### config.mk
export PLATFORM = sky130hd
export DESIGN_NAME = mpu6050_i2c_responder
export DESIGN_NICKNAME = d
export VERILOG_FILES = /design/src/rtl/mpu6050_pkg.sv /design/src/rtl/i2c_line_sync.sv /design/src/rtl/mpu6050_i2c_responder.sv
export SDC_FILE = /design/constraint.sdc
export NUM_CORES = 1
export LEC_CHECK = 0
export ABC_CLOCK_PERIOD_IN_PS = 4200
export CORE_MARGIN = 1
export CORE_UTILIZATION = 52
export DETAILED_ROUTE_END_ITERATION = 10
export PLACE_DENSITY = 0.77
export SLEW_MARGIN = 20
export SYNTH_ARGS = -nofsm -noshare
export SYNTH_HDL_FRONTEND = slang
export SYNTH_SLANG_ARGS = --single-unit
### constraint.sdc
create_clock -name clk -period 4.2 [get_ports clk]
set_clock_uncertainty 0.1 [all_clocks]
set_input_delay 0.63 -clock clk [delete_from_list [all_inputs] [get_ports clk]]
set_output_delay 0.63 -clock clk [all_outputs]
set_load 0.005 [all_outputs]
### src/rtl/mpu6050_pkg.sv
// Shared MPU6050 definitions: register addresses, the I2C responder state
// enum and the default target address. The gyro driver imports this package
// too, so both sides agree on one register map.
package mpu6050_pkg;

  localparam logic [6:0] DEFAULT_SLAVE_ADDR = 7'h68;

  localparam logic [7:0] REG_CONFIG      = 8'd26;   // DLPF configuration
  localparam logic [7:0] REG_GYRO_CONFIG = 8'd27;
  localparam logic [7:0] REG_INT_PIN_CFG = 8'd55;
  localparam logic [7:0] REG_INT_ENABLE  = 8'd56;
  localparam logic [7:0] REG_INT_STATUS  = 8'd58;
  localparam logic [7:0] REG_GYRO_XOUT_H = 8'd67;   // 67..72: X/Y/Z, high byte first
  localparam logic [7:0] REG_PWR_MGMT_1  = 8'd107;
  localparam logic [7:0] REG_WHO_AM_I    = 8'd117;

  localparam logic [7:0] PWR_MGMT_1_RST  = 8'h40;   // device comes up asleep

  typedef enum logic [3:0] {
    ST_IDLE,
    ST_ADDR,
    ST_ADDR_ACK,
    ST_PTR,
    ST_PTR_ACK,
    ST_WDATA,
    ST_WDATA_ACK,
    ST_RDATA,
    ST_RDATA_MACK,
    ST_WAIT_STOP
  } resp_state_t;

endpackage

### src/rtl/i2c_line_sync.sv
// Brings the asynchronous SCL/SDA bus levels into the clk domain and derives
// the bus events the responder acts on.
//   clk, rst        system clock, synchronous active-high reset
//   scl_i, sda_i    raw bus levels
//   scl, sda        synchronized levels
//   scl_rise/fall   one-cycle pulses on synchronized SCL edges
//   start_det       SDA fell while SCL stayed high
//   stop_det        SDA rose while SCL stayed high
module i2c_line_sync (
  input  logic clk,
  input  logic rst,
  input  logic scl_i,
  input  logic sda_i,
  output logic scl,
  output logic sda,
  output logic scl_rise,
  output logic scl_fall,
  output logic start_det,
  output logic stop_det
);

  logic [1:0] scl_sync;
  logic [1:0] sda_sync;
  logic       scl_prev;
  logic       sda_prev;

  // NOTE: sequential state uses non-blocking assignments so every flop
  // samples the pre-edge value, which is what makes the 2-flop chain work.
  always_ff @(posedge clk) begin
    if (rst) begin
      // An idle bus sits high; resetting to 1 avoids a phantom edge.
      scl_sync <= 2'b11;
      sda_sync <= 2'b11;
      scl_prev <= 1'b1;
      sda_prev <= 1'b1;
    end else begin
      scl_sync <= {scl_sync[0], scl_i};
      sda_sync <= {sda_sync[0], sda_i};
      scl_prev <= scl_sync[1];
      sda_prev <= sda_sync[1];
    end
  end

  assign scl       = scl_sync[1];
  assign sda       = sda_sync[1];
  assign scl_rise  =  scl & ~scl_prev;
  assign scl_fall  = ~scl &  scl_prev;
  // SCL must be high on both sides of the SDA edge to count as START/STOP.
  assign start_det = scl & scl_prev &  sda_prev & ~sda;
  assign stop_det  = scl & scl_prev & ~sda_prev &  sda;

endmodule

### src/rtl/mpu6050_i2c_responder.sv
// I2C target emulating the MPU6050 registers used by the gyro driver.
// Stores host configuration writes and serves burst reads of the gyro
// sample, which is frozen into a snapshot at the start of each read.
//   clk, rst                    system clock (>= 8x SCL), sync active-high reset
//   scl_i, sda_i                bus levels; scl_o/sda_o open-drain drives (1 = release)
//   gyro_x/y/z, sample_strobe   current sample and its new-data pulse
//   pwr_mgmt_1 .. int_pin_cfg   stored R/W register contents
//   wr_valid, wr_addr, wr_data  one pulse per accepted data byte
//   busy                        address-matched transaction in progress
module mpu6050_i2c_responder
  import mpu6050_pkg::*;
#(
  parameter logic [6:0] SLAVE_ADDR   = DEFAULT_SLAVE_ADDR,
  parameter logic [7:0] WHO_AM_I_VAL = 8'h68
) (
  input  logic               clk,
  input  logic               rst,
  input  logic               scl_i,
  input  logic               sda_i,
  output logic               scl_o,
  output logic               sda_o,
  input  logic signed [15:0] gyro_x,
  input  logic signed [15:0] gyro_y,
  input  logic signed [15:0] gyro_z,
  input  logic               sample_strobe,
  output logic [7:0]         pwr_mgmt_1,
  output logic [7:0]         gyro_config,
  output logic [7:0]         dlpf_config,
  output logic [7:0]         int_enable,
  output logic [7:0]         int_pin_cfg,
  output logic               wr_valid,
  output logic [7:0]         wr_addr,
  output logic [7:0]         wr_data,
  output logic               busy
);

  logic scl_unused;   // START/STOP qualification already lives in the sync
  logic sda;
  logic scl_rise;
  logic scl_fall;
  logic start_det;
  logic stop_det;

  i2c_line_sync u_line_sync (
    .clk       (clk),
    .rst       (rst),
    .scl_i     (scl_i),
    .sda_i     (sda_i),
    .scl       (scl_unused),
    .sda       (sda),
    .scl_rise  (scl_rise),
    .scl_fall  (scl_fall),
    .start_det (start_det),
    .stop_det  (stop_det)
  );

  // No clock stretching: the responder always keeps up at >= 8x SCL.
  assign scl_o = 1'b1;

  resp_state_t state;
  logic [7:0]  ptr;
  logic [7:0]  shreg;
  logic [2:0]  bit_cnt;
  logic        ack_phase;   // 0: waiting for 8th fall, 1: ACK driven, waiting for 9th
  logic        rw;
  logic        mack_ok;     // host ACKed the byte just sent
  logic        int_status;
  logic [47:0] snapshot;    // {x, y, z} frozen for one read burst
  logic [7:0]  rd_byte;
  logic        int_clr;

  // Byte served for the current pointer.
  // NOTE: always_comb gets a default first so no path leaves rd_byte
  // unassigned, which would otherwise infer a latch.
  always_comb begin
    rd_byte = 8'h00;
    case (ptr)
      REG_GYRO_XOUT_H:         rd_byte = snapshot[47:40];
      REG_GYRO_XOUT_H + 8'd1:  rd_byte = snapshot[39:32];
      REG_GYRO_XOUT_H + 8'd2:  rd_byte = snapshot[31:24];
      REG_GYRO_XOUT_H + 8'd3:  rd_byte = snapshot[23:16];
      REG_GYRO_XOUT_H + 8'd4:  rd_byte = snapshot[15:8];
      REG_GYRO_XOUT_H + 8'd5:  rd_byte = snapshot[7:0];
      REG_INT_STATUS:          rd_byte = {7'b0, int_status};
      REG_WHO_AM_I:            rd_byte = WHO_AM_I_VAL;
      REG_CONFIG:              rd_byte = dlpf_config;
      REG_GYRO_CONFIG:         rd_byte = gyro_config;
      REG_INT_PIN_CFG:         rd_byte = int_pin_cfg;
      REG_INT_ENABLE:          rd_byte = int_enable;
      REG_PWR_MGMT_1:          rd_byte = pwr_mgmt_1;
      default:                 rd_byte = 8'h00;
    endcase
  end

  // A data byte has been fully shifted out on the fall that releases SDA.
  assign int_clr = (state == ST_RDATA) && scl_fall && (bit_cnt == 3'd7) &&
                   ((ptr == REG_INT_STATUS) || int_pin_cfg[4]);

  always_ff @(posedge clk) begin
    if (rst) begin
      int_status <= 1'b0;
    end else if (sample_strobe) begin
      int_status <= 1'b1;       // set wins over a same-cycle clear
    end else if (int_clr) begin
      int_status <= 1'b0;
    end
  end

  always_ff @(posedge clk) begin
    if (rst) begin
      state       <= ST_IDLE;
      sda_o       <= 1'b1;
      busy        <= 1'b0;
      ptr         <= 8'h00;
      shreg       <= 8'h00;
      bit_cnt     <= 3'd0;
      ack_phase   <= 1'b0;
      rw          <= 1'b0;
      mack_ok     <= 1'b0;
      wr_valid    <= 1'b0;
      wr_addr     <= 8'h00;
      wr_data     <= 8'h00;
      snapshot    <= 48'h0;
      pwr_mgmt_1  <= PWR_MGMT_1_RST;
      gyro_config <= 8'h00;
      dlpf_config <= 8'h00;
      int_enable  <= 8'h00;
      int_pin_cfg <= 8'h00;
    end else begin
      wr_valid <= 1'b0;
      if (start_det) begin
        // Covers repeated START too; the pointer is kept for write-ptr/Sr/read.
        state     <= ST_ADDR;
        bit_cnt   <= 3'd0;
        ack_phase <= 1'b0;
        sda_o     <= 1'b1;
      end else if (stop_det) begin
        state <= ST_IDLE;
        sda_o <= 1'b1;
        busy  <= 1'b0;
      end else begin
        case (state)
          ST_IDLE: ;

          ST_ADDR, ST_PTR, ST_WDATA: begin
            if (scl_rise) begin
              shreg   <= {shreg[6:0], sda};
              bit_cnt <= bit_cnt + 3'd1;
              if (bit_cnt == 3'd7) begin
                if (state == ST_ADDR) begin
                  if (shreg[6:0] == SLAVE_ADDR) begin
                    state <= ST_ADDR_ACK;
                    rw    <= sda;
                    busy  <= 1'b1;
                    if (sda) snapshot <= {gyro_x, gyro_y, gyro_z};
                  end else begin
                    state <= ST_WAIT_STOP;
                    busy  <= 1'b0;
                  end
                end else if (state == ST_PTR) begin
                  ptr   <= {shreg[6:0], sda};
                  state <= ST_PTR_ACK;
                end else begin
                  state <= ST_WDATA_ACK;
                end
              end
            end
          end

          ST_ADDR_ACK, ST_PTR_ACK, ST_WDATA_ACK: begin
            if (scl_fall) begin
              if (!ack_phase) begin
                sda_o     <= 1'b0;
                ack_phase <= 1'b1;
              end else begin
                ack_phase <= 1'b0;
                bit_cnt   <= 3'd0;
                if (state == ST_ADDR_ACK && rw) begin
                  // First read bit goes out on the fall that ends the ACK.
                  shreg <= rd_byte;
                  sda_o <= rd_byte[7];
                  state <= ST_RDATA;
                end else begin
                  sda_o <= 1'b1;
                  state <= (state == ST_ADDR_ACK) ? ST_PTR : ST_WDATA;
                  if (state == ST_WDATA_ACK) begin
                    wr_valid <= 1'b1;
                    wr_addr  <= ptr;
                    wr_data  <= shreg;
                    ptr      <= ptr + 8'd1;
                    case (ptr)
                      REG_CONFIG:      dlpf_config <= shreg;
                      REG_GYRO_CONFIG: gyro_config <= shreg;
                      REG_INT_PIN_CFG: int_pin_cfg <= shreg;
                      REG_INT_ENABLE:  int_enable  <= shreg;
                      REG_PWR_MGMT_1:  pwr_mgmt_1  <= shreg;
                      default: ;
                    endcase
                  end
                end
              end
            end
          end

          ST_RDATA: begin
            if (scl_fall) begin
              if (bit_cnt == 3'd7) begin
                sda_o   <= 1'b1;
                ptr     <= ptr + 8'd1;
                mack_ok <= 1'b0;
                bit_cnt <= 3'd0;
                state   <= ST_RDATA_MACK;
              end else begin
                sda_o   <= shreg[6];
                shreg   <= {shreg[6:0], 1'b1};
                bit_cnt <= bit_cnt + 3'd1;
              end
            end
          end

          ST_RDATA_MACK: begin
            if (scl_rise) begin
              if (sda) begin
                state <= ST_WAIT_STOP;
                busy  <= 1'b0;
              end else begin
                mack_ok <= 1'b1;
              end
            end else if (scl_fall && mack_ok) begin
              mack_ok <= 1'b0;
              shreg   <= rd_byte;
              sda_o   <= rd_byte[7];
              state   <= ST_RDATA;
            end
          end

          ST_WAIT_STOP: sda_o <= 1'b1;

          default: state <= ST_IDLE;
        endcase
      end
    end
  end

endmodule

==> impl_metrics.py, run 1 <==
metrics = {
    "floorplanning": {
        "rows": 41,
        "dieArea_sq_mm": 0.0138,
        "io_pins": 113,
        "start_util": 0.541,
        "fp.dieH_um": 117,
        "die_w_um": 117,
        "fp.coreArea_sq_mm": 0.0128,
    },
    "clock_tree": {
        "clkLatencyLatePin_ns": 0.42,
        "cts-buffers-inserted": 17,
        "cts_tree": "built",
        "cts_setup_buffers": 0,
        "cts_hold_buf": 0,
        "clkTransAtPathRegs_ns": 0.06,
        "cts_sinks": 140,
        "post_cts_resize_count": 0,
        "clockBufferDepth": 2,
        "cts-root-buf": "clkbuf_16",
        "htree_num_levels": 4,
    },
    "placed_design": {
        "gp_congestion": 0.948,
        "hpwl_um": 13900,
        "numPortBuffers": 111,
    },
    "routing": {
        "vias_per_cell": 5.92,
        "drc": 0,
        "first_iter_violations": 830,
        "vias": 6644,
        "wirelength_um": 20400,
        "ant_nets": 0,
        "wl_per_cell_um": 18.1,
        "drtPass1Iterations": 6,
    },
    "synthesis": {
        "synthesis.area_sq_mm": 0.00691,
        "ys_types": 73,
        "yosys-top-cells-area": "dfxtp_1, nand2_1, a21oi_1, mux2i_1, nor2_1",
        "yosys_warnings": 0,
        "synth_nets": 932,
        "synth_ff_type": "dfxtp_1",
        "yosysMostFrequentCell": "nand2_1",
        "avgSynthCellArea_sq_um": 7.92,
        "postSynthCellCount": 873,
        "synth-edff-count": 0,
        "synth_common_cells": "nand2_1, dfxtp_1, a21oi_1",
        "synthArstFlopShare": 0,
        "netlist.top_cell.by_area": "dfxtp_1",
        "synth_seq_area_share": 0.406,
        "synth-seq-cells": 140,
        "synth_top_area_frac": 0.406,
    },
    "sta": {
        "fin_crit_sh": 0.671,
        "maxSlewViolCount": 0,
        "rsz0062_at_grt": "no",
        "setup_tns_ns": 0,
        "tightest_slew_ns": 0.934,
        "relSlewSlack": 0.377,
        "setup_viol": 0,
        "whs_ns": 0.304,
        "fmax_mhz": 355,
        "final-hold-violation-count": 0,
        "period_needed_ns": 2.82,
    },
    "setup_path": {
        "cp_max_fo": 22,
        "critPathLaunchType": "flop",
        "reg2reg_from": "ptr[1]",
        "cp.arrival_ns": 3.04,
        "cp-end-kind": "flop",
        "path_delay_family": "simple AND/OR/NAND/NOR gates",
        "worstPathRequired_ns": 4.42,
        "crit_path_max_incr_delay_ns": 0.78,
        "timing.critical_path.from": "ptr[1]",
        "critical_path_class": "reg2reg",
        "ff2ff_setup_slack_ns": 1.38,
        "crit_slowest_cell": "ha_1",
        "crit_buf_inv": 1,
        "path_cells": "inv_1 -> ha_1 -> nand3b_1 -> or3b_2 -> a21boi_0 -> o31ai_1 -> a311oi_1",
    },
    "global_route": {
        "grt_remaining_overflow": 0,
        "antenna_found_initial": 0,
        "grt_pass1_vias": 5943,
        "grt_usage": 0.307,
        "grt_max_degree": 97,
        "grt_pass1_wl_um": 31900,
    },
    "worst_hold_path": {
        "min_from": "u_line_sync.scl_sync[0]",
        "min_path_type": "reg2reg",
    },
    "layout": {
        "area_growth_pct": 23.6,
        "multi_input_area_sq_mm": 0.00370,
        "seq_area_sq_mm": 0.00280,
        "utilization": 0.669,
        "fin_nets": 998,
        "drive_gt1_frac": 0.0736,
        "fill_cells": 1087,
        "n_antenna_cell": 0,
    },
    "outcome": {
        "outcome": "completed",
    },
    "power": {
        "p_leak_nw": 2.92,
        "ir_worst_vdd_mv": 0.333,
        "power_density_mw_per_mm2": 359,
    },
    "job": {
        "drv_cap": 0,
    },
}
==> power breakdown <==
group,internal (W),switching (W)
Sequential,0.00134,0.0000285
Combinational,0.0000710,0.0000758
Clock,0.000978,0.000576
==> final timing paths <==
check                            end  depth (start not counted)
max                         shreg[3]                          7
min          u_line_sync.scl_sync[1]                          1
max reg2reg                 shreg[3]                          7
min reg2reg  u_line_sync.scl_sync[1]                          1
==> flip-flops by register name, summed over array words and instances (netlist names), 2 cells and up <==
name and count:
snapshot 48, int_enable 8, gyro_config 8, wr_addr 8, bit_cnt 3, u_line_sync.scl_sync 2
state 4, wr_data 8, dlpf_config 8, pwr_mgmt_1 8, u_line_sync.sda_sync 2, shreg 8
int_pin_cfg 8, ptr 8
==> cell usage in the layout, fill, tap and decap left out, drive strengths merged, types with 8 or more instances in the layout <==
master / netlist / routed
nor2: 92 / 92
a31oi: 8 / 8
a21oi: 99 / 99
nor3: 23 / 23
clkbuf: 39 / 21
nand3: 16 / 16
nor2b: 8 / 8
inv: 9 / 10
mux2i: 38 / 38
o21ai: 23 / 23
a22oi: 20 / 20
nand2b: 11 / 11
nand2: 176 / 176
clkdlybuf4s50: 0 / 110
or2: 11 / 11
buf: 35 / 11
dfxtp: 140 / 140
==> metrics by stage <==
stage	instances	power (W)	worst slack (ns)	area, sq um
floorplan	873	0.00147	1.95	6910
global placement	1092	0.00154	1.53	7930
detailed placement	1092	0.00154	1.46	7930
CTS	1123	0.00307	1.45	8540
global route	1123	0.00314	1.16	8540
finish	1123	0.00307	1.38	8540
==> layer usage <==
layer | global-route usage | routed length [um] | part of all wire | vias to the layer above
met3 | 0.0566 | 1580 | 0.077 | 41
li1 | - | - | - | 3177
met5 | 0 | 0 | 0 | -
met1 | 0.418 | 8760 | 0.43 | 3112
met4 | 0.113 | 428 | 0.021 | 0
met2 | 0.484 | 9600 | 0.47 | 314
==> area by class of cell <==
type | count | area share
Clock buffer | 21 | 0.0551
Clock inverter | 10 | 0.0161
Timing Repair Buffer | 121 | 0.139
Tap cell | 172 | 0.0252
Sequential cell | 140 | 0.328
Multi-Input combinational cell | 650 | 0.433
Inverter | 9 | 0.00396
==> kinds of logic after synthesis <==
kind of cell | count (synthesis) | synth area share
AOI/OAI and AO/OA | 219 | 0.205
xor gates and xnor gates | 1 | 0.00127
other | 1 | 0.000543
and+or+nand+nor | 382 | 0.256
adders and majority gates | 6 | 0.0109
buffers and inverters | 83 | 0.0605
muxes | 41 | 0.0599
DFF | 140 | 0.406
Power figures use the tool's default switching activity.
==> inputs of run 2 (changes only) <==
ABC_CLOCK_PERIOD_IN_PS = 2250   (was 4200)
CORE_UTILIZATION = 49   (was 52)
PLACE_DENSITY = 0.76   (was 0.77)
clock period = 2.25 ns   (was 4.2 ns; I/O delays follow)
==> run 2 against run 1 <==
Net effect:
- wire length rose by 10%
- largest cell class unchanged
- fmax rose by 29%
- combinational power rose to 2.6 times the previous value
- setup slack got worse by 1.3 ns
- critical endpoint unchanged
==> impl_metrics.py, run 2 (synthesis results as in run 1) <==
metrics = {
    "sta": {
        "maxSlewViolCount": 0,
        "final-hold-violation-count": 0,
        "rsz0062_at_grt": "yes",
        "fmax_mhz": 460,
        "whs_ns": 0.245,
        "period_needed_ns": 2.18,
        "setup_tns_ns": 0,
        "setup_viol": 0,
        "fin_crit_sh": 0.967,
    },
    "floorplanning": {
        "start_util": 0.500,
        "rows": 43,
        "io_pins": 113,
        "fp.dieH_um": 121,
        "fp.coreArea_sq_mm": 0.0138,
        "die_w_um": 121,
        "dieArea_sq_mm": 0.0146,
    },
    "routing": {
        "wl_per_cell_um": 18.5,
        "ant_nets": 0,
        "wirelength_um": 22500,
        "vias_per_cell": 5.81,
        "drc": 0,
        "vias": 7059,
        "first_iter_violations": 704,
        "drtPass1Iterations": 7,
    },
    "clock_tree": {
        "clkLatencyLatePin_ns": 0.43,
        "clkTransAtPathRegs_ns": 0.06,
        "clockBufferDepth": 2,
        "cts-root-buf": "clkbuf_16",
        "cts_tree": "built",
        "htree_num_levels": 4,
        "cts_sinks": 140,
        "cts_hold_buf": 0,
        "cts-buffers-inserted": 17,
    },
    "global_route": {
        "antenna_found_initial": 0,
        "grt_remaining_overflow": 0,
        "grt_pass1_vias": 6679,
        "grt_usage": 0.315,
        "grt_pass1_wl_um": 35300,
        "grt_max_degree": 50,
    },
    "power": {
        "ir_worst_vdd_mv": 0.513,
        "p_leak_nw": 3.37,
        "power_density_mw_per_mm2": 618,
    },
    "setup_path": {
        "timing.critical_path.from": "ptr[4]",
        "worstPathRequired_ns": 2.48,
        "cp-end-kind": "flop",
        "crit_path_end": "shreg[3]",
        "critical_path_class": "reg2reg",
        "r2r-end": "shreg[3]",
        "reg2reg_depth": 5,
        "cp_max_fo": 8,
        "ff2ff_setup_slack_ns": 0.07,
        "cp.arrival_ns": 2.41,
        "reg2reg_from": "ptr[4]",
        "critPathLaunchType": "flop",
    },
    "job": {
        "drv_cap": 0,
    },
    "layout": {
        "n_antenna_cell": 0,
        "stdcell_count": 1215,
        "final_area_sq_mm": 0.00935,
        "fin_nets": 1082,
        "utilization": 0.676,
        "regMostFlops": "snapshot",
        "area_growth_pct": 35.3,
        "largest_reg_flops": 48,
        "final_cell_mix": "nand2_1, dfxtp_1, clkdlybuf4s50_1",
        "final_common_cell": "nand2_1",
        "drive_gt1_frac": 0.175,
    },
    "outcome": {
        "outcome": "completed",
    },
    "placed_design": {
        "placed_cell_area_sq_mm": 0.00858,
        "numPortBuffers": 111,
        "dp_cells": 1178,
        "hpwl_um": 15700,
        "gp_congestion": 0.978,
    },
    "worst_hold_path": {
        "min_path_type": "in2reg",
        "min_from": "rst",
    },
}
-- run 2: cell count changes in the layout (fill, tap and decap cells not counted), moves of 4 or more --
cell and delta:
buf_12 +4, buf_4 +78, dfxtp_1 -9, dfxtp_2 +9, ha_1 -6
-- run 2: routing by layer --
layer / global-route usage / wire, um / vias to the layer above
li1: - / - / 3361
met1: 0.410 / 9430 / 3319
met2: 0.508 / 10700 / 315
met3: 0.0514 / 1550 / 64
met4: 0.147 / 806 / 0
met5: 0 / 0 / -
-- run 2: cell type report --
cell class / instances / area (sq um)
sequential: 140 / 2810
fill: 1105 / 4480
clock buffer: 19 / 443
multi-input combinational: 650 / 3800
timing repair buffer: 205 / 1870
clock inverter: 12 / 160
tap: 180 / 225
inverter: 9 / 33.8
-- run 2: critical path, cell delays in order, from the launching register on --
cell,delay [ns]
dfxtp_1,0.37
or4b_4,0.60
or2_1,0.36
o22ai_1,0.27
o31ai_1,0.11
a311oi_1,0.27
-- run 2: worst min-delay path by stage --
stage | endpoint | slack (ns) | cells past startpoint
4_1_cts | busy | 0.23 | 2
6_report | busy | 0.24 | 2
5_1_grt | shreg[7] | 0.25 | 2
3_5_place_dp | u_line_sync.sda_sync[1] | 0.29 | 1
3_3_place_gp | u_line_sync.scl_sync[1] | 0.29 | 1
2_1_floorplan | u_line_sync.scl_sync[1] | 0.29 | 1
-- run 2: stage by stage --
stage / total power, W / worst slack, ns
final: 0.00578 / 0.0737
after global routing: 0.00594 / -0.0132
after CTS: 0.00579 / 0.0100
after detailed placement: 0.00293 / -0.0791
after global placement: 0.00293 / -0.0237
after floorplan: 0.00274 / 0.0289
-- run 2: power breakdown --
| group | switching [W] | internal, W |
|---|---|---|
| logic | 0.000202 | 0.000188 |
| clock network | 0.00109 | 0.00178 |
| registers | 0.0000186 | 0.00250 |
| total | 0.00131 | 0.00446 |
-- run 2: timing repair --
action                     4_1_cts  5_1_grt
gates resized for setup         14       23
setup endpoints to repair        8       27
cloned                           1        0
pin swaps                        8       13
setup buffers                    1        5
==> inputs of run 3 (changes only) <==
TNS_END_PERCENT = 30   (was unset)
==> run 3 against run 2 <==
Net effect:
- sequential cell count did not move
- clock power barely moved
- first-iteration DRC count rose by 2.3%
- register-to-register slack got worse by 0.02 ns
- global-route usage did not move
- critical path type unchanged
==> impl_metrics.py, run 3 (synthesis results as in run 1) <==
metrics = {
    "outcome": {
        "outcome": "completed",
    },
    "layout": {
        "final_common_cell": "nand2_1",
        "regMostFlops": "snapshot",
        "utilization": 0.678,
        "largest_reg_flops": 48,
        "final_cell_mix": "nand2_1, dfxtp_1, clkdlybuf4s50_1",
        "final_area_sq_mm": 0.00938,
        "fill_cells": 1101,
        "fin_nets": 1083,
        "n_antenna_cell": 0,
        "drive_gt1_frac": 0.176,
        "seq_area_sq_mm": 0.00281,
        "area_growth_pct": 35.7,
        "multi_input_area_sq_mm": 0.00380,
    },
    "setup_path": {
        "path_delay_family": "compound AO/OA/AOI/OAI gates",
        "crit_slowest_cell": "a2111o_1",
        "critPathLaunchType": "flop",
        "crit_buf_inv": 2,
        "cp_max_fo": 8,
        "cp.arrival_ns": 2.45,
        "crit_path_frequent_cell": "ha_4",
        "path_cells": "ha_4 -> ha_4 -> and3_4 -> a2111o_1 -> a221oi_2 -> and2_4 -> buf_6 -> buf_16 -> o211ai_1 -> a21oi_1",
        "crit_path_max_incr_delay_ns": 0.36,
        "critical_path_class": "reg2reg",
        "cp-end-kind": "flop",
        "worstPathRequired_ns": 2.50,
    },
    "routing": {
        "vias_per_cell": 5.82,
        "wirelength_um": 22500,
        "ant_nets": 0,
        "drc": 0,
        "drtPass1Iterations": 7,
        "vias": 7082,
        "wl_per_cell_um": 18.5,
        "first_iter_violations": 720,
    },
    "global_route": {
        "grt_usage": 0.315,
        "grt_remaining_overflow": 0,
        "grt_pass1_vias": 6679,
        "antenna_found_initial": 0,
        "grt_max_degree": 50,
        "grt_pass1_wl_um": 35300,
    },
    "clock_tree": {
        "cts-root-buf": "clkbuf_16",
        "htree_num_levels": 4,
        "cts_sinks": 140,
        "clkTransAtPathRegs_ns": 0.06,
        "clockBufferDepth": 2,
        "cts-buffers-inserted": 17,
        "cts_tree": "built",
        "clkLatencyLatePin_ns": 0.43,
    },
    "power": {
        "ir_worst_vdd_mv": 0.519,
        "p_leak_nw": 3.38,
        "power_density_mw_per_mm2": 617,
        "p_total_w": 0.00578,
    },
    "sta": {
        "period_needed_ns": 2.19,
        "maxSlewViolCount": 0,
        "rsz0062_at_grt": "yes",
        "fin_crit_sh": 0.974,
        "setup_viol": 0,
        "fin_ws_ns": 0.0583,
        "fmax_mhz": 456,
        "final-hold-violation-count": 0,
    },
    "worst_hold_path": {
        "min_path_type": "in2reg",
    },
    "floorplanning": {
        "fp.dieH_um": 121,
        "fp.coreArea_sq_mm": 0.0138,
        "io_pins": 113,
        "die_w_um": 121,
        "rows": 43,
        "start_util": 0.500,
        "dieArea_sq_mm": 0.0146,
    },
    "placed_design": {
        "placed_cell_area_sq_mm": 0.00858,
        "hpwl_um": 15700,
        "gp_congestion": 0.978,
        "dp_slack_ns": -0.0791,
        "numPortBuffers": 111,
    },
    "job": {
        "drv_cap": 0,
    },
}
-- run 3: timing repair --
item,4_1_cts,5_1_grt
resized for setup,14,23
setup endpoints to repair,8,27
setup buffers,1,5
hold buffers,0,0
pin swaps,8,11
cloned,1,0
-- run 3: power by group --
part | leakage, nW | total [W] | switching, W | internal [W]
Sequential | 1.13 | 0.00252 | 0.0000184 | 0.00250
Combinational | 1.95 | 0.000396 | 0.000203 | 0.000193
Clock | 0.295 | 0.00287 | 0.00109 | 0.00178
Total | 3.38 | 0.00578 | 0.00131 | 0.00447
-- run 3: worst reg2reg max path, stage by stage, from the launching register on --
cell,delay (ns)
dfxtp_2,0.34
ha_4,0.17
ha_4,0.16
and3_4,0.15
a2111o_1,0.36
a221oi_2,0.22
and2_4,0.20
buf_6,0.11
buf_16,0.11
o211ai_1,0.08
a21oi_1,0.12
-- run 3: area by class of cell --
type | instances | share of cell area
sequential | 140 | 0.300
tap | 180 | 0.0240
multi-input combinational | 650 | 0.406
inverter | 9 | 0.00360
clock inverter | 12 | 0.0171
timing repair buffer | 206 | 0.203
clock buffer | 19 | 0.0472
-- run 3: through the flow --
| stage | hold WS [ns] | setup TNS, ns | std cells |
|---|---|---|---|
| finish | 0.241 | 0 | 1216 |
| global route | 0.251 | -0.0236 | 1216 |
| CTS | 0.227 | 0 | 1211 |
| detailed placement | 0.294 | -0.272 | 1178 |
| global placement | 0.294 | -0.0237 | 1178 |
| floorplan | 0.289 | 0 | 873 |
-- run 3: final timing paths --
kind	startpoint	endpoint	slack, ns	depth (start not counted)
hold / removal	rst	busy	0.24	2
setup / recovery	bit_cnt[1]	shreg[7]	0.06	10
hold reg to reg	u_line_sync.sda_sync[0]	u_line_sync.sda_sync[1]	0.31	1
setup reg to reg	bit_cnt[1]	shreg[7]	0.06	10
-- run 3: per-layer routing --
metal  GRT usage  up-vias  wire, um
li1            -     3363         -
met1       0.410     3354      9520
met2       0.508      304     10700
met3      0.0514       61      1570
met4       0.147        0       729
met5           0        -         0
